==> config.mk <==
export PLATFORM = sky130hd
export DESIGN_NAME = pos_cell_reader
export DESIGN_NICKNAME = d
export VERILOG_FILES = /design/src/rtl/pos_cell_reader.sv
export SDC_FILE = /design/constraint.sdc
export NUM_CORES = 1
export LEC_CHECK = 0
export ABC_AREA = 1
export BUFFER_PORTS_ARGS = -buffer_cell sky130_fd_sc_hd__buf_4
export CORE_ASPECT_RATIO = 1.1
export CORE_MARGIN = 3
export CORE_UTILIZATION = 58
export DETAILED_ROUTE_END_ITERATION = 7
export PLACE_DENSITY = 0.81
export SETUP_SLACK_MARGIN = 0.3
export SLEW_MARGIN = 20
export SYNTH_ARGS = -nofsm -noshare
export SYNTH_HDL_FRONTEND = slang
export SYNTH_SLANG_ARGS = --single-unit
==> constraint.sdc <==
create_clock -name clk -period 7.3 [get_ports clk]
set_clock_uncertainty 0.1 [all_clocks]
set_input_delay 0 -clock clk [delete_from_list [all_inputs] [get_ports clk]]
set_output_delay 0 -clock clk [all_outputs]
set_load 0.005 [all_outputs]
==> src/rtl/pos_cell_reader.sv <==
// Streams one cell of particle positions: reads the count word at address 0, then addresses 1..count
// through a credit-limited 4-entry output FIFO. Optional macro CELL_READER_COUNT_CLAMP_EN clamps the count.
module pos_cell_reader #(
  parameter int DATA_WIDTH   = 96,
  parameter int ADDR_WIDTH   = 8,
  parameter int PARTICLE_NUM = 220
) (
  input  logic                  clk,
  input  logic                  rst,
  input  logic                  start,
  output logic                  busy,
  output logic                  done,
  output logic [ADDR_WIDTH-1:0] mem_addr,
  output logic                  mem_rden,
  input  logic [DATA_WIDTH-1:0] mem_q,
  output logic [ADDR_WIDTH-1:0] particle_count,
  output logic                  out_valid,
  input  logic                  out_ready,
  output logic [DATA_WIDTH-1:0] out_data,
  output logic [ADDR_WIDTH-1:0] out_id,
  output logic                  out_last,
  output logic                  count_err
);

  localparam logic [ADDR_WIDTH-1:0] MAX_CNT = ADDR_WIDTH'(PARTICLE_NUM - 1);

  typedef enum logic [2:0] {IDLE, RD_CNT, WAIT_CNT, STREAM, DRAIN, FIN} state_t;

  state_t                state;
  logic [1:0]            wait_cnt;
  logic [ADDR_WIDTH-1:0] rd_addr;
  logic                  cnt_err_r;
  logic [ADDR_WIDTH-1:0] cnt_used;
  logic                  cnt_over;

  logic                  vld_p1, vld_p2;
  logic [ADDR_WIDTH-1:0] addr_p1, addr_p2;

  logic [DATA_WIDTH-1:0] fifo_data [4];
  logic [ADDR_WIDTH-1:0] fifo_id   [4];
  logic [1:0]            wr_ptr, rd_ptr;
  logic [2:0]            occ;
  logic [2:0]            pending;
  logic                  fifo_empty, issue, push, pop, fifo_wr, fifo_rd;

`ifdef CELL_READER_COUNT_CLAMP_EN
  assign cnt_over  = mem_q[ADDR_WIDTH-1:0] > MAX_CNT;
  assign cnt_used  = cnt_over ? MAX_CNT : mem_q[ADDR_WIDTH-1:0];
  assign count_err = cnt_err_r;
`else
  logic unused_cfg;
  assign cnt_over   = 1'b0;
  assign cnt_used   = mem_q[ADDR_WIDTH-1:0];
  assign count_err  = 1'b0;
  assign unused_cfg = ^{cnt_err_r, MAX_CNT};
`endif

  // Credit: every issued word already owns a FIFO slot, so the FIFO can never overflow.
  assign pending    = occ + {2'b00, vld_p1} + {2'b00, vld_p2};
  assign issue      = (state == STREAM) && (pending < 3'd4);
  assign mem_rden   = (state == RD_CNT) || issue;
  assign mem_addr   = issue ? rd_addr : '0;

  assign fifo_empty = (occ == 3'd0);
  assign push       = vld_p2;
  assign out_valid  = !fifo_empty || vld_p2;
  assign pop        = out_valid && out_ready;
  assign fifo_wr    = push && !(fifo_empty && pop);
  assign fifo_rd    = pop && !fifo_empty;

  // An empty FIFO passes the returning word straight through so streaming has no extra fill cycle.
  assign out_data = !fifo_empty ? fifo_data[rd_ptr] : (vld_p2 ? mem_q : '0);
  assign out_id   = !fifo_empty ? fifo_id[rd_ptr]   : (vld_p2 ? addr_p2 : '0);
  assign out_last = out_valid && (out_id == particle_count);

  always_ff @(posedge clk or posedge rst) begin
    if (rst) begin
      state          <= IDLE;
      busy           <= 1'b0;
      done           <= 1'b0;
      wait_cnt       <= 2'd0;
      rd_addr        <= '0;
      particle_count <= '0;
      cnt_err_r      <= 1'b0;
    end else begin
      done <= 1'b0;
      case (state)
        IDLE: if (start) begin
          state     <= RD_CNT;
          busy      <= 1'b1;
          cnt_err_r <= 1'b0;
        end
        RD_CNT: begin
          state    <= WAIT_CNT;
          wait_cnt <= 2'd0;
        end
        WAIT_CNT: begin
          wait_cnt <= wait_cnt + 2'd1;
          if (wait_cnt == 2'd1) begin
            particle_count <= cnt_used;
            cnt_err_r      <= cnt_over;
            rd_addr        <= ADDR_WIDTH'(1);
            if (cnt_used != '0) state <= STREAM;
          end else if (wait_cnt == 2'd2) begin
            // Empty cell: one settle cycle after the latch, then finish.
            state <= FIN;
            done  <= 1'b1;
          end
        end
        STREAM: if (issue) begin
          rd_addr <= rd_addr + ADDR_WIDTH'(1);
          if (rd_addr == particle_count) state <= DRAIN;
        end
        DRAIN: if (pop && out_last) begin
          state <= FIN;
          done  <= 1'b1;
        end
        FIN: begin
          state <= IDLE;
          busy  <= 1'b0;
        end
        default: state <= IDLE;
      endcase
    end
  end

  // Read return pipeline: p1 = issued last cycle, p2 = data on mem_q now.
  always_ff @(posedge clk or posedge rst) begin
    if (rst) begin
      vld_p1 <= 1'b0;
      vld_p2 <= 1'b0;
      wr_ptr <= 2'd0;
      rd_ptr <= 2'd0;
      occ    <= 3'd0;
    end else begin
      vld_p1 <= issue;
      vld_p2 <= vld_p1;
      if (fifo_wr) wr_ptr <= wr_ptr + 2'd1;
      if (fifo_rd) rd_ptr <= rd_ptr + 2'd1;
      occ <= occ + {2'b00, push} - {2'b00, pop};
    end
  end

  always_ff @(posedge clk) begin
    addr_p1 <= rd_addr;
    addr_p2 <= addr_p1;
    if (fifo_wr) begin
      fifo_data[wr_ptr] <= mem_q;
      fifo_id[wr_ptr]   <= addr_p2;
    end
  end

endmodule

==> flow_summary.yaml, run 1 <==
worst_setup_path:
  cp_max_fo: 108
  worstSetupPathType: "reg -> out"
  arrival_ns: 4.24
  slowest_delay_ns: 1.14
  cp_slowest_cell: "dfrtp_4"
  crit_top_cell: "buf_4"
  cp.required_ns: 7.20
  reg2reg_slack_ns: 3.64
  cp-end-kind: "output port"
  crit_chain: "buf_4 -> buf_4 -> a21oi_1 -> o21ai_0 -> a32o_1 -> buf_4"
  cp-start-kind: "register"
logic_synthesis:
  synth_edf_count: 416
  synthDistinctLibCells: 39
  syn_inst: 1515
  syn_nets: 1626
  synth-seq-area-share_pct: 71.84
  yosys_warnings: 0
  synth_seq_cells: 464
  syn_area_um2: 18950
  ys.flop_type: "edfxtp_1"
  async_flop_share_pct: 6.897
  syn_area_per_cell_um2: 12.51
sta:
  setup_ws_ns: 2.958
  maxSlewViolCount: 0
  setup_viol: 0
  period_minus_slack_ns: 4.342
  whs_ns: 0.03607
  relSlewSlack_pct: 26.35
  rsz0062_at_grt: "no"
  hold_violations: 0
  min_period_over_period_pct: 59.47
  max_freq_ghz: 0.2303
  finalSetupTns_ns: 0
  worstMarginPinSlew_ns: 1.105
grt:
  use_met1_pct: 35.75
  grt_busiest_layer: "met2"
  grt_pass1_vias: 13103
  grt_max_degree: 109
  met3_usage_pct: 4.570
  grt.overflow.total: 0
  track_usage_pct: 25.74
  grt_pass1_wl_um: 71060
  antenna_found_initial: 1
  use_met2_pct: 41.45
clock_tree:
  cts_sinks: 464
  cts_resized: 0
  cts_tree: "yes"
  cts_buffers: 43
  htree_levels: 2
  cts_max_path_buffers: 3
  insertion_delay_ns: 0.54
  cts.reportedPaths.clkPinSlew_ns: 0.06
  root_buffer: "clkbuf_16"
drt:
  via_count: 13323
  drc: 0
  drt_iter0_drc: 1504
  viasPerCell: 5.893
  drtPass1Iterations: 5
  drt.antenna.violating_nets: 0
  drt-total-wl_um: 45540
  wire_per_inst_um: 20.14
floorplan:
  die_w_um: 178.3
  start_util_pct: 59.55
  core_um2: 31820
  die_h_um: 195.6
  fp-row-count: 68
  dieArea_um2: 34880
  io_pins: 226
power_and_ir_drop:
  ir_drop_uv: 263.4
  power_density_nw_per_um2: 441.9
  p_leak_nw: 8.939
finish:
  finalNetCount: 1918
  final_cells: 2261
  fill_cells: 1988
  final_common_cell: "edfxtp_1"
  final_cell_mix: "416 x edfxtp_1, 292 x nand2_1, 237 x buf_4, 139 x inv_1, 125 x nand3_1"
  final_area_um2: 23280
  drive_gt1_share_pct: 17.27
  antenna_cells: 0
  syn_to_final_growth_pct: 22.85
flow_run:
  drv_cap: 0
placed_design:
  dp_hpwl_um: 25670
  dp.cells: 2082
  post-place-ws_ns: 3.648
  port_buffers: 224
  dpl-instance-area_um2: 20910
  place_congestion: 0.8734
run_status:
  status: "completed"
worst_hold_path:
  min_path_type: "in -> async"
==> per-layer routing <==
layer | wire length, um | vias up
li1 | - | 6064
met1 | 17780 | 6471
met2 | 22490 | 685
met3 | 3922 | 101
met4 | 1324 | 2
met5 | 13 | -
==> repair_timing <==
| action | CTS | global route |
|---|---|---|
| buffers inserted | 0 | 0 |
| endpoints found under the setup margin | 0 | 0 |
| hold buffers | 99 | 0 |
| endpoints found under the hold margin | 432 | 0 |
==> stage by stage <==
stage	total power [W]	utilization, %
after floorplan	0.006396	-
after global placement	0.007966	65.63
after detailed placement	0.008091	65.72
after CTS	0.01029	73.07
after global routing	0.01086	73.16
final	0.01029	73.16
==> registers in the layout, indices dropped and copies added (netlist names), 3 cells and up <==
| signal | cells |
|---|---|
| fifo_data | 384 |
| occ | 3 |
| rd_addr | 8 |
| particle_count | 8 |
| fifo_id | 32 |
| addr_p2 | 8 |
| addr_p1 | 8 |
| state | 3 |
==> worst paths after layout <==
path                            start           endpoint  cells past startpoint
max                         rd_ptr[0]       out_data[95]                      6
min                               rst  particle_count[0]                      4
max reg2reg                 rd_ptr[0]           state[1]                     15
min reg2reg                addr_p1[6]         addr_p2[6]                      0
max in group asynchronous         rst          rd_ptr[0]                      4
min in group clk            mem_q[32]   fifo_data[3][32]                      2
==> worst max-delay path: cells and delay by family, from the launching register on <==
kind | cells | cell delay, ns
buf+inv | 3 | 1.84
flops | 1 | 1.14
compound gates | 3 | 0.56
==> cell type report <==
class | count | area [um^2] | area share (%)
Tap cell | 420 | 525.5 | 2.257
Timing Repair Buffer | 339 | 2845 | 12.22
Clock inverter | 25 | 222.7 | 0.9567
Multi-Input combinational cell | 816 | 4398 | 18.89
Inverter | 143 | 544.3 | 2.338
Sequential cell | 464 | 13620 | 58.49
Clock buffer | 54 | 1127 | 4.843
==> logic make-up (layout without fill, tap and decap cells) <==
family,Yosys count,after routing,share of synthesized area (%)
simple gates,466,466,10.45
flops,464,464,71.84
compound gates,326,326,11.22
buf+inv,235,561,5.111
xor+xnor,12,12,0.5943
fa+ha+maj,11,11,0.7659
other cells,1,1,0.01979
==> where the power goes <==
group / internal (W) / switching, W / total (W)
clock network: 0.00121 / 0.000937 / 0.00215
registers: 0.00374 / 0.000315 / 0.00405
logic: 0.00171 / 0.00239 / 0.00409
total: 0.00665 / 0.00364 / 0.0103
==> synth_stat cells (10+ instances only) <==
cell type,instances,area (um^2)
nor2_1,30,112.6
clkbuf_1,44,165.2
nand3_1,125,625.6
dfxtp_1,16,320.3
o21ai_0,109,545.5
a32o_1,89,890.9
xor2_1,10,87.58
buf_2,30,150.1
buf_1,10,37.54
a21oi_1,112,560.5
ha_1,10,125.1
dfrtp_1,32,800.8
nand2_1,292,1096
edfxtp_1,416,12490
inv_1,140,525.5
Note: power is estimated with default switching activity, not from simulation.
==> run 2: changes to the inputs <==
==> constraint.sdc (replaced) <==
create_clock -name clk -period 4.5 [get_ports clk]
set_clock_uncertainty 0.1 [all_clocks]
set_input_delay 0 -clock clk [delete_from_list [all_inputs] [get_ports clk]]
set_output_delay 0 -clock clk [all_outputs]
set_load 0.005 [all_outputs]
==> run 2 against run 1 <==
Compared with the run above: combinational power up 66%; largest power group unchanged; final area down 0.37%; worst hold slack better by 0.0098 ns; cell count about the same; setup slack worse by 2.0 ns; clock-buffer cell count up 6.
==> flow_summary.yaml, run 2 (synthesis gave the netlist of run 1 again) <==
sta:
  maxSlewViolCount: 0
  max_freq_ghz: 0.2794
  hold_violations: 0
  period_minus_slack_ns: 3.579
  worstMarginPinSlew_ns: 1.064
  setup_viol: 0
  min_period_over_period_pct: 79.53
  rsz0062_at_grt: "no"
  relSlewSlack_pct: 29.09
worst_setup_path:
  crit_start: "rd_ptr[1]"
  cp_slowest_cell: "inv_6"
  slowest_delay_ns: 0.83
  worstSetupPathType: "reg -> out"
  crit_top_cell: "buf_4"
  arrival_ns: 3.48
  cp.required_ns: 4.40
  cp-end-kind: "output port"
  cp_max_fo: 129
  crit_chain: "inv_6 -> buf_4 -> nand3_1 -> a32o_1 -> buf_4"
  crit-reg2reg-launch: "rd_ptr[1]"
  cp-start-kind: "register"
power_and_ir_drop:
  ir_drop_uv: 580.0
  p_leak_nw: 8.899
  power_density_nw_per_um2: 712.7
clock_tree:
  post_cts_buffers: 0
  cts_resized: 0
  cts_tree: "yes"
  cts_max_path_buffers: 3
  htree_levels: 2
  root_buffer: "clkbuf_16"
  cts.reportedPaths.clkPinSlew_ns: 0.06
  cts_sinks: 464
  insertion_delay_ns: 0.52
  cts_buffers: 45
run_status:
  status: "completed"
placed_design:
  dp.cells: 2084
  place_congestion: 0.9102
  port_buffers: 224
  dp_hpwl_um: 24280
floorplan:
  fp-row-count: 68
  die_w_um: 178.3
  dieArea_um2: 34880
  start_util_pct: 59.55
  core_um2: 31820
  io_pins: 226
  die_h_um: 195.6
grt:
  grt_pass1_vias: 13235
  grt_pass1_wl_um: 70580
  antenna_found_initial: 2
  track_usage_pct: 25.72
  grt_max_degree: 227
  grt.overflow.total: 0
drt:
  drtPass1Iterations: 6
  wire_per_inst_um: 20.20
  viasPerCell: 5.874
  via_count: 13292
  drt.antenna.violating_nets: 0
  drc: 0
  drt_iter0_drc: 1560
  drt-total-wl_um: 45710
finish:
  final_core_util_pct: 72.89
  finalNetCount: 1921
  final_common_cell: "edfxtp_1"
  final_cell_mix: "416 x edfxtp_1, 292 x nand2_1, 238 x buf_4, 139 x inv_1, 125 x nand3_1"
  final_cells: 2263
  fill_cells: 2029
  drive_gt1_share_pct: 16.78
  largest_reg_flops: 384
  syn_to_final_growth_pct: 22.40
  reg.largest.list: "fifo_data x384, fifo_id x32"
  regMostFlops: "fifo_data"
worst_hold_path:
  min_path_type: "in -> async"
flow_run:
  drv_cap: 0
-- run 2: changes by cell type in the layout (fill, tap and decap cells not counted), sizes merged --
| cell | before | now |
|---|---|---|
| buf | 240 | 241 |
| clkinvlp | 2 | 0 |
| bufinv | 3 | 0 |
| clkinv | 21 | 19 |
| diode | 0 | 2 |
| clkbuf | 54 | 60 |
-- run 2: stage by stage --
| stage | area, um^2 | power, W | setup WS [ns] | hold slack, ns | setup TNS [ns] |
|---|---|---|---|---|---|
| global placement | 20930 | 0.01289 | 1.466 | 0.02481 | 0 |
| finish | 23190 | 0.01653 | 0.9211 | 0.04583 | 0 |
| CTS | 23190 | 0.01653 | 0.9205 | 0.02798 | 0 |
| detailed placement | 20930 | 0.01309 | 1.498 | 0.03016 | 0 |
| global route | 23190 | 0.01743 | 0.7039 | 0.08912 | 0 |
| floorplan | 18950 | 0.01038 | -1.446 | -0.001853 | -601.44 |
-- run 2: path summary, 6_finish.rpt --
kind                                endpoint  slack [ns]  cells past startpoint
max                             out_data[74]        0.92                      5
min                        particle_count[4]        0.05                      4
max reg2reg                             done        1.51                     11
min reg2reg                       addr_p2[7]        0.22                      0
max in group asynchronous          rd_ptr[0]        3.91                      4
min in group clk            fifo_data[1][88]        0.13                      2
-- run 2: power breakdown --
part	leakage, nW	total [W]	internal, W	switching (W)
clock network	0.621	0.00331	0.00185	0.00146
logic	3.96	0.00680	0.00276	0.00403
registers	4.32	0.00643	0.00606	0.000363
total	8.90	0.0165	0.0107	0.00586
-- run 2: worst max-delay path, delay by kind of cell, from the launching register on --
kind	cells	cell delay (ns)
compound gates	1	0.33
buf+inv	3	1.71
flops	1	0.64
simple gates	1	0.21
-- run 2: layout make-up --
cell class	count	area [um^2]	share of cell area (%)
tap	420	525.5	2.266
clock inverter	18	75.07	0.3237
inverter	143	544.3	2.347
timing repair buffer	340	2838	12.23
clock buffer	60	1192	5.141
multi-input combinational	816	4398	18.96
antenna	2	5.005	0.02158
sequential	464	13620	58.71
-- run 2: repair_timing --
action,CTS,global route
setup endpoints to repair,0,0
hold buffers,99,0
hold endpoints to repair,431,0
-- run 2: layer usage --
metal | global-route usage (%) | wire (um) | vias to the layer above
met1 | 34.24 | 17680 | 6446
li1 | - | - | 6050
met2 | 43.19 | 22820 | 681
met5 | 0 | 0 | -
met4 | 8.747 | 1464 | 0
met3 | 4.317 | 3741 | 115
==> run 3: changes to the inputs <==
--- a/config.mk
+++ b/config.mk
@@ -5,13 +5,13 @@
 export SDC_FILE = /design/constraint.sdc
 export NUM_CORES = 1
 export LEC_CHECK = 0
-export ABC_AREA = 1
+export ABC_AREA = 0
 export BUFFER_PORTS_ARGS = -buffer_cell sky130_fd_sc_hd__buf_4
 export CORE_ASPECT_RATIO = 1.1
 export CORE_MARGIN = 3
-export CORE_UTILIZATION = 58
+export CORE_UTILIZATION = 52
 export DETAILED_ROUTE_END_ITERATION = 7
-export PLACE_DENSITY = 0.81
+export PLACE_DENSITY = 0.77
 export SETUP_SLACK_MARGIN = 0.3
 export SLEW_MARGIN = 20
 export SYNTH_ARGS = -nofsm -noshare
==> constraint.sdc (replaced) <==
create_clock -name clk -period 3 [get_ports clk]
set_clock_uncertainty 0.1 [all_clocks]
set_input_delay 0 -clock clk [delete_from_list [all_inputs] [get_ports clk]]
set_output_delay 0 -clock clk [all_outputs]
set_load 0.005 [all_outputs]
==> run 3 against run 2 <==
Compared with the run above: routed wire length is 3.3% lower; cell count fell by 11%; setup slack worse by 0.75 ns; worst hold slack improved by 0.035 ns; highest routed layer is now met5; clock power grew 70%; critical path depth increased by 3; sequential power is 50% higher.
==> flow_summary.yaml, run 3 <==
run_status:
  status: "completed"
finish:
  ff_latch_area_um2: 13630
  syn_to_final_growth_pct: 28.20
  multi_input_area_um2: 4880
  final_cells: 2005
  final_cell_mix: "416 x edfxtp_1, 250 x buf_4, 232 x nand2_1, 107 x nand3_1, 104 x mux4_2"
  reg.largest.list: "fifo_data x384, fifo_id x32"
  largest_reg_flops: 384
  drive_gt1_share_pct: 31.04
  final_common_cell: "edfxtp_1"
  fill_cells: 2321
  antenna_cells: 0
  finalNetCount: 1600
  regMostFlops: "fifo_data"
worst_setup_path:
  worstSetupPathType: "reg -> out"
  cp-start-kind: "register"
  cp_max_fo: 5
  crit_buf_inv: 3
  slowest_delay_ns: 0.54
  crit_chain: "buf_4 -> mux4_2 -> mux2_2 -> nor2_1 -> a2111oi_4 -> nand3_2 -> inv_1 -> buf_4"
  arrival_ns: 2.73
  cp.depth: 8
  crit_start: "rd_ptr[0]"
  worstRegToRegCells: 10
  crit_top_cell: "buf_4"
  cp.required_ns: 2.90
  reg2reg_slack_ns: 0.47
  cp-end-kind: "output port"
  crit-reg2reg-launch: "occ[1]"
  crit_family: "multiplexers"
  r2r_end: "occ[2]"
  crit_end: "out_last"
  cp_slowest_cell: "mux4_2"
floorplan:
  die_h_um: 205.0
  die_w_um: 186.9
  start_util_pct: 52.99
  io_pins: 226
  fp-row-count: 72
  dieArea_um2: 38300
  core_um2: 35310
worst_hold_path:
  min_path_type: "in -> async"
clock_tree:
  cts.reportedPaths.clkPinSlew_ns: 0.06
  cts_buffers: 45
  cts_max_path_buffers: 3
  cts_sinks: 464
  insertion_delay_ns: 0.55
  cts_tree: "yes"
  htree_levels: 2
  root_buffer: "clkbuf_16"
logic_synthesis:
  yosys-top-cells-count: "416 x edfxtp_1, 232 x nand2_1, 108 x nand3_1"
  async_flop_share_pct: 6.897
  ys.flop_type: "edfxtp_1"
  syn_area_per_cell_um2: 16.49
  yosys_warnings: 0
  synth_area_leaders: "edfxtp_1 67%, mux4_2 13%, nand2_1 4.7%"
  synth_top_area_share_pct: 66.76
  syn_area_um2: 18710
  syn_inst: 1135
  syn_nets: 1246
  synth_edf_count: 416
  synth_top_area_cell: "edfxtp_1"
  yosysMostFrequentCell: "edfxtp_1"
  synthDistinctLibCells: 45
  synth-seq-area-share_pct: 72.75
  synth_seq_cells: 464
drt:
  wire_per_inst_um: 22.04
  drc: 0
  drtPass1Iterations: 7
  drt_iter0_drc: 1143
  via_count: 11468
  drt-total-wl_um: 44190
  viasPerCell: 5.720
  drt.antenna.violating_nets: 0
grt:
  antenna_found_initial: 1
  grt_pass1_wl_um: 66880
  grt_max_degree: 76
  met3_usage_pct: 4.262
  use_met1_pct: 31.59
  use_met2_pct: 36.72
  grt_pass1_vias: 11536
  grt_busiest_layer: "met2"
  grt.overflow.total: 0
  track_usage_pct: 22.43
sta:
  setup_ws_ns: 0.1739
  maxSlewViolCount: 0
  relSlewSlack_pct: 45.80
  rsz0062_at_grt: "yes"
  finalSetupTns_ns: 0
  min_period_over_period_pct: 94.21
  max_freq_ghz: 0.3538
  hold_violations: 0
  period_minus_slack_ns: 2.826
  worstMarginPinSlew_ns: 0.8121
  setup_viol: 0
placed_design:
  place_congestion: 0.8763
  dp.cells: 1802
  port_buffers: 224
  dp_hpwl_um: 24690
  post-place-ws_ns: 0.4630
power_and_ir_drop:
  p_switching_w: 0.008210
  power_frac_seq_pct: 38.1
  p_sw_share_pct: 32.36
  p_leak_nw: 8.910
  clkPwrFrac_pct: 22.2
  internal-power_w: 0.01716
  power_density_nw_per_um2: 1058
  total_power_w: 0.02537
  combinationalPowerShare_pct: 39.7
  ir_drop_uv: 583.4
flow_run:
  drv_cap: 0
==> run 3: per-layer routing <==
metal	routed length [um]	part of all wire, %	vias up
met3	3479	7.9	72
met5	13	0.029	-
li1	-	-	5037
met1	17760	40	5803
met4	966	2.2	2
met2	21980	50	554
==> run 3: cells by family after synthesis <==
kind of cell | count (synthesis) | share of synthesized area (%)
AO/OA/AOI/OAI | 48 | 1.618
XOR/XNOR | 22 | 1.030
adder cells (fa/ha/maj) | 11 | 0.7757
buffers and inverters | 86 | 1.852
flip-flops | 464 | 72.75
multiplexers | 108 | 12.74
other | 1 | 0.02004
AND/OR/NAND/NOR | 395 | 9.208
==> run 3: what timing repair did <==
| item | CTS | global route |
|---|---|---|
| endpoints found under the hold margin | 421 | 0 |
| pin swaps | 7 | 5 |
| endpoints found under the setup margin | 79 | 84 |
| setup buffers | 7 | 12 |
| gates cloned | 1 | 2 |
| hold buffers | 99 | 0 |
| gates resized for setup | 10 | 18 |
==> run 3: worst min-delay path by stage <==
stage	start	end	slack, ns	cells past startpoint
global placement	rst	busy	0.1	2
global route	mem_q[66]	fifo_data[3][66]	0.08	2
floorplan	mem_q[0]	fifo_data[0][0]	-0.001	0
CTS	rst	rd_ptr[0]	0.04	3
finish	rst	busy	0.08	3
detailed placement	rst	busy	0.09	2
==> run 3: cell type report <==
class | instances | share of cell area (%)
Sequential cell | 464 | 56.80
Multi-Input combinational cell | 586 | 20.34
Timing Repair Buffer | 373 | 13.86
Clock buffer | 55 | 4.934
Tap cell | 481 | 2.509
Clock inverter | 27 | 1.252
Inverter | 19 | 0.2973
==> run 3: worst reg2reg max path: cells and delay by family, from the launching register on <==
| family | cells | cell delay (ns) |
|---|---|---|
| xor gates and xnor gates | 2 | 0.33 |
| and+or+nand+nor | 3 | 0.52 |
| DFF | 1 | 0.42 |
| adders and majority gates | 3 | 0.87 |
| buffers and inverters | 2 | 0.21 |
==> run 3: per-stage QoR <==
step	hold slack [ns]	utilization [%]	instance area (um^2)
after global routing	0.08236	67.93	23990
after CTS	0.04438	67.27	23750
after global placement	0.09633	59.95	21170
after floorplan	-0.001131	-	18720
final	0.08106	67.93	23990
after detailed placement	0.08663	59.95	21170
==> run 3: power groups by stage <==
stage / Sequential (W) / Clock, W / Combinational (W)
after global placement: 0.00969 / 0 / 0.00936
final: 0.00967 / 0.00563 / 0.0101
after floorplan: 0.00956 / 0 / 0.00531
after global routing: 0.00981 / 0.00598 / 0.0109
after detailed placement: 0.00981 / 0 / 0.00944
after CTS: 0.00969 / 0.00572 / 0.00975
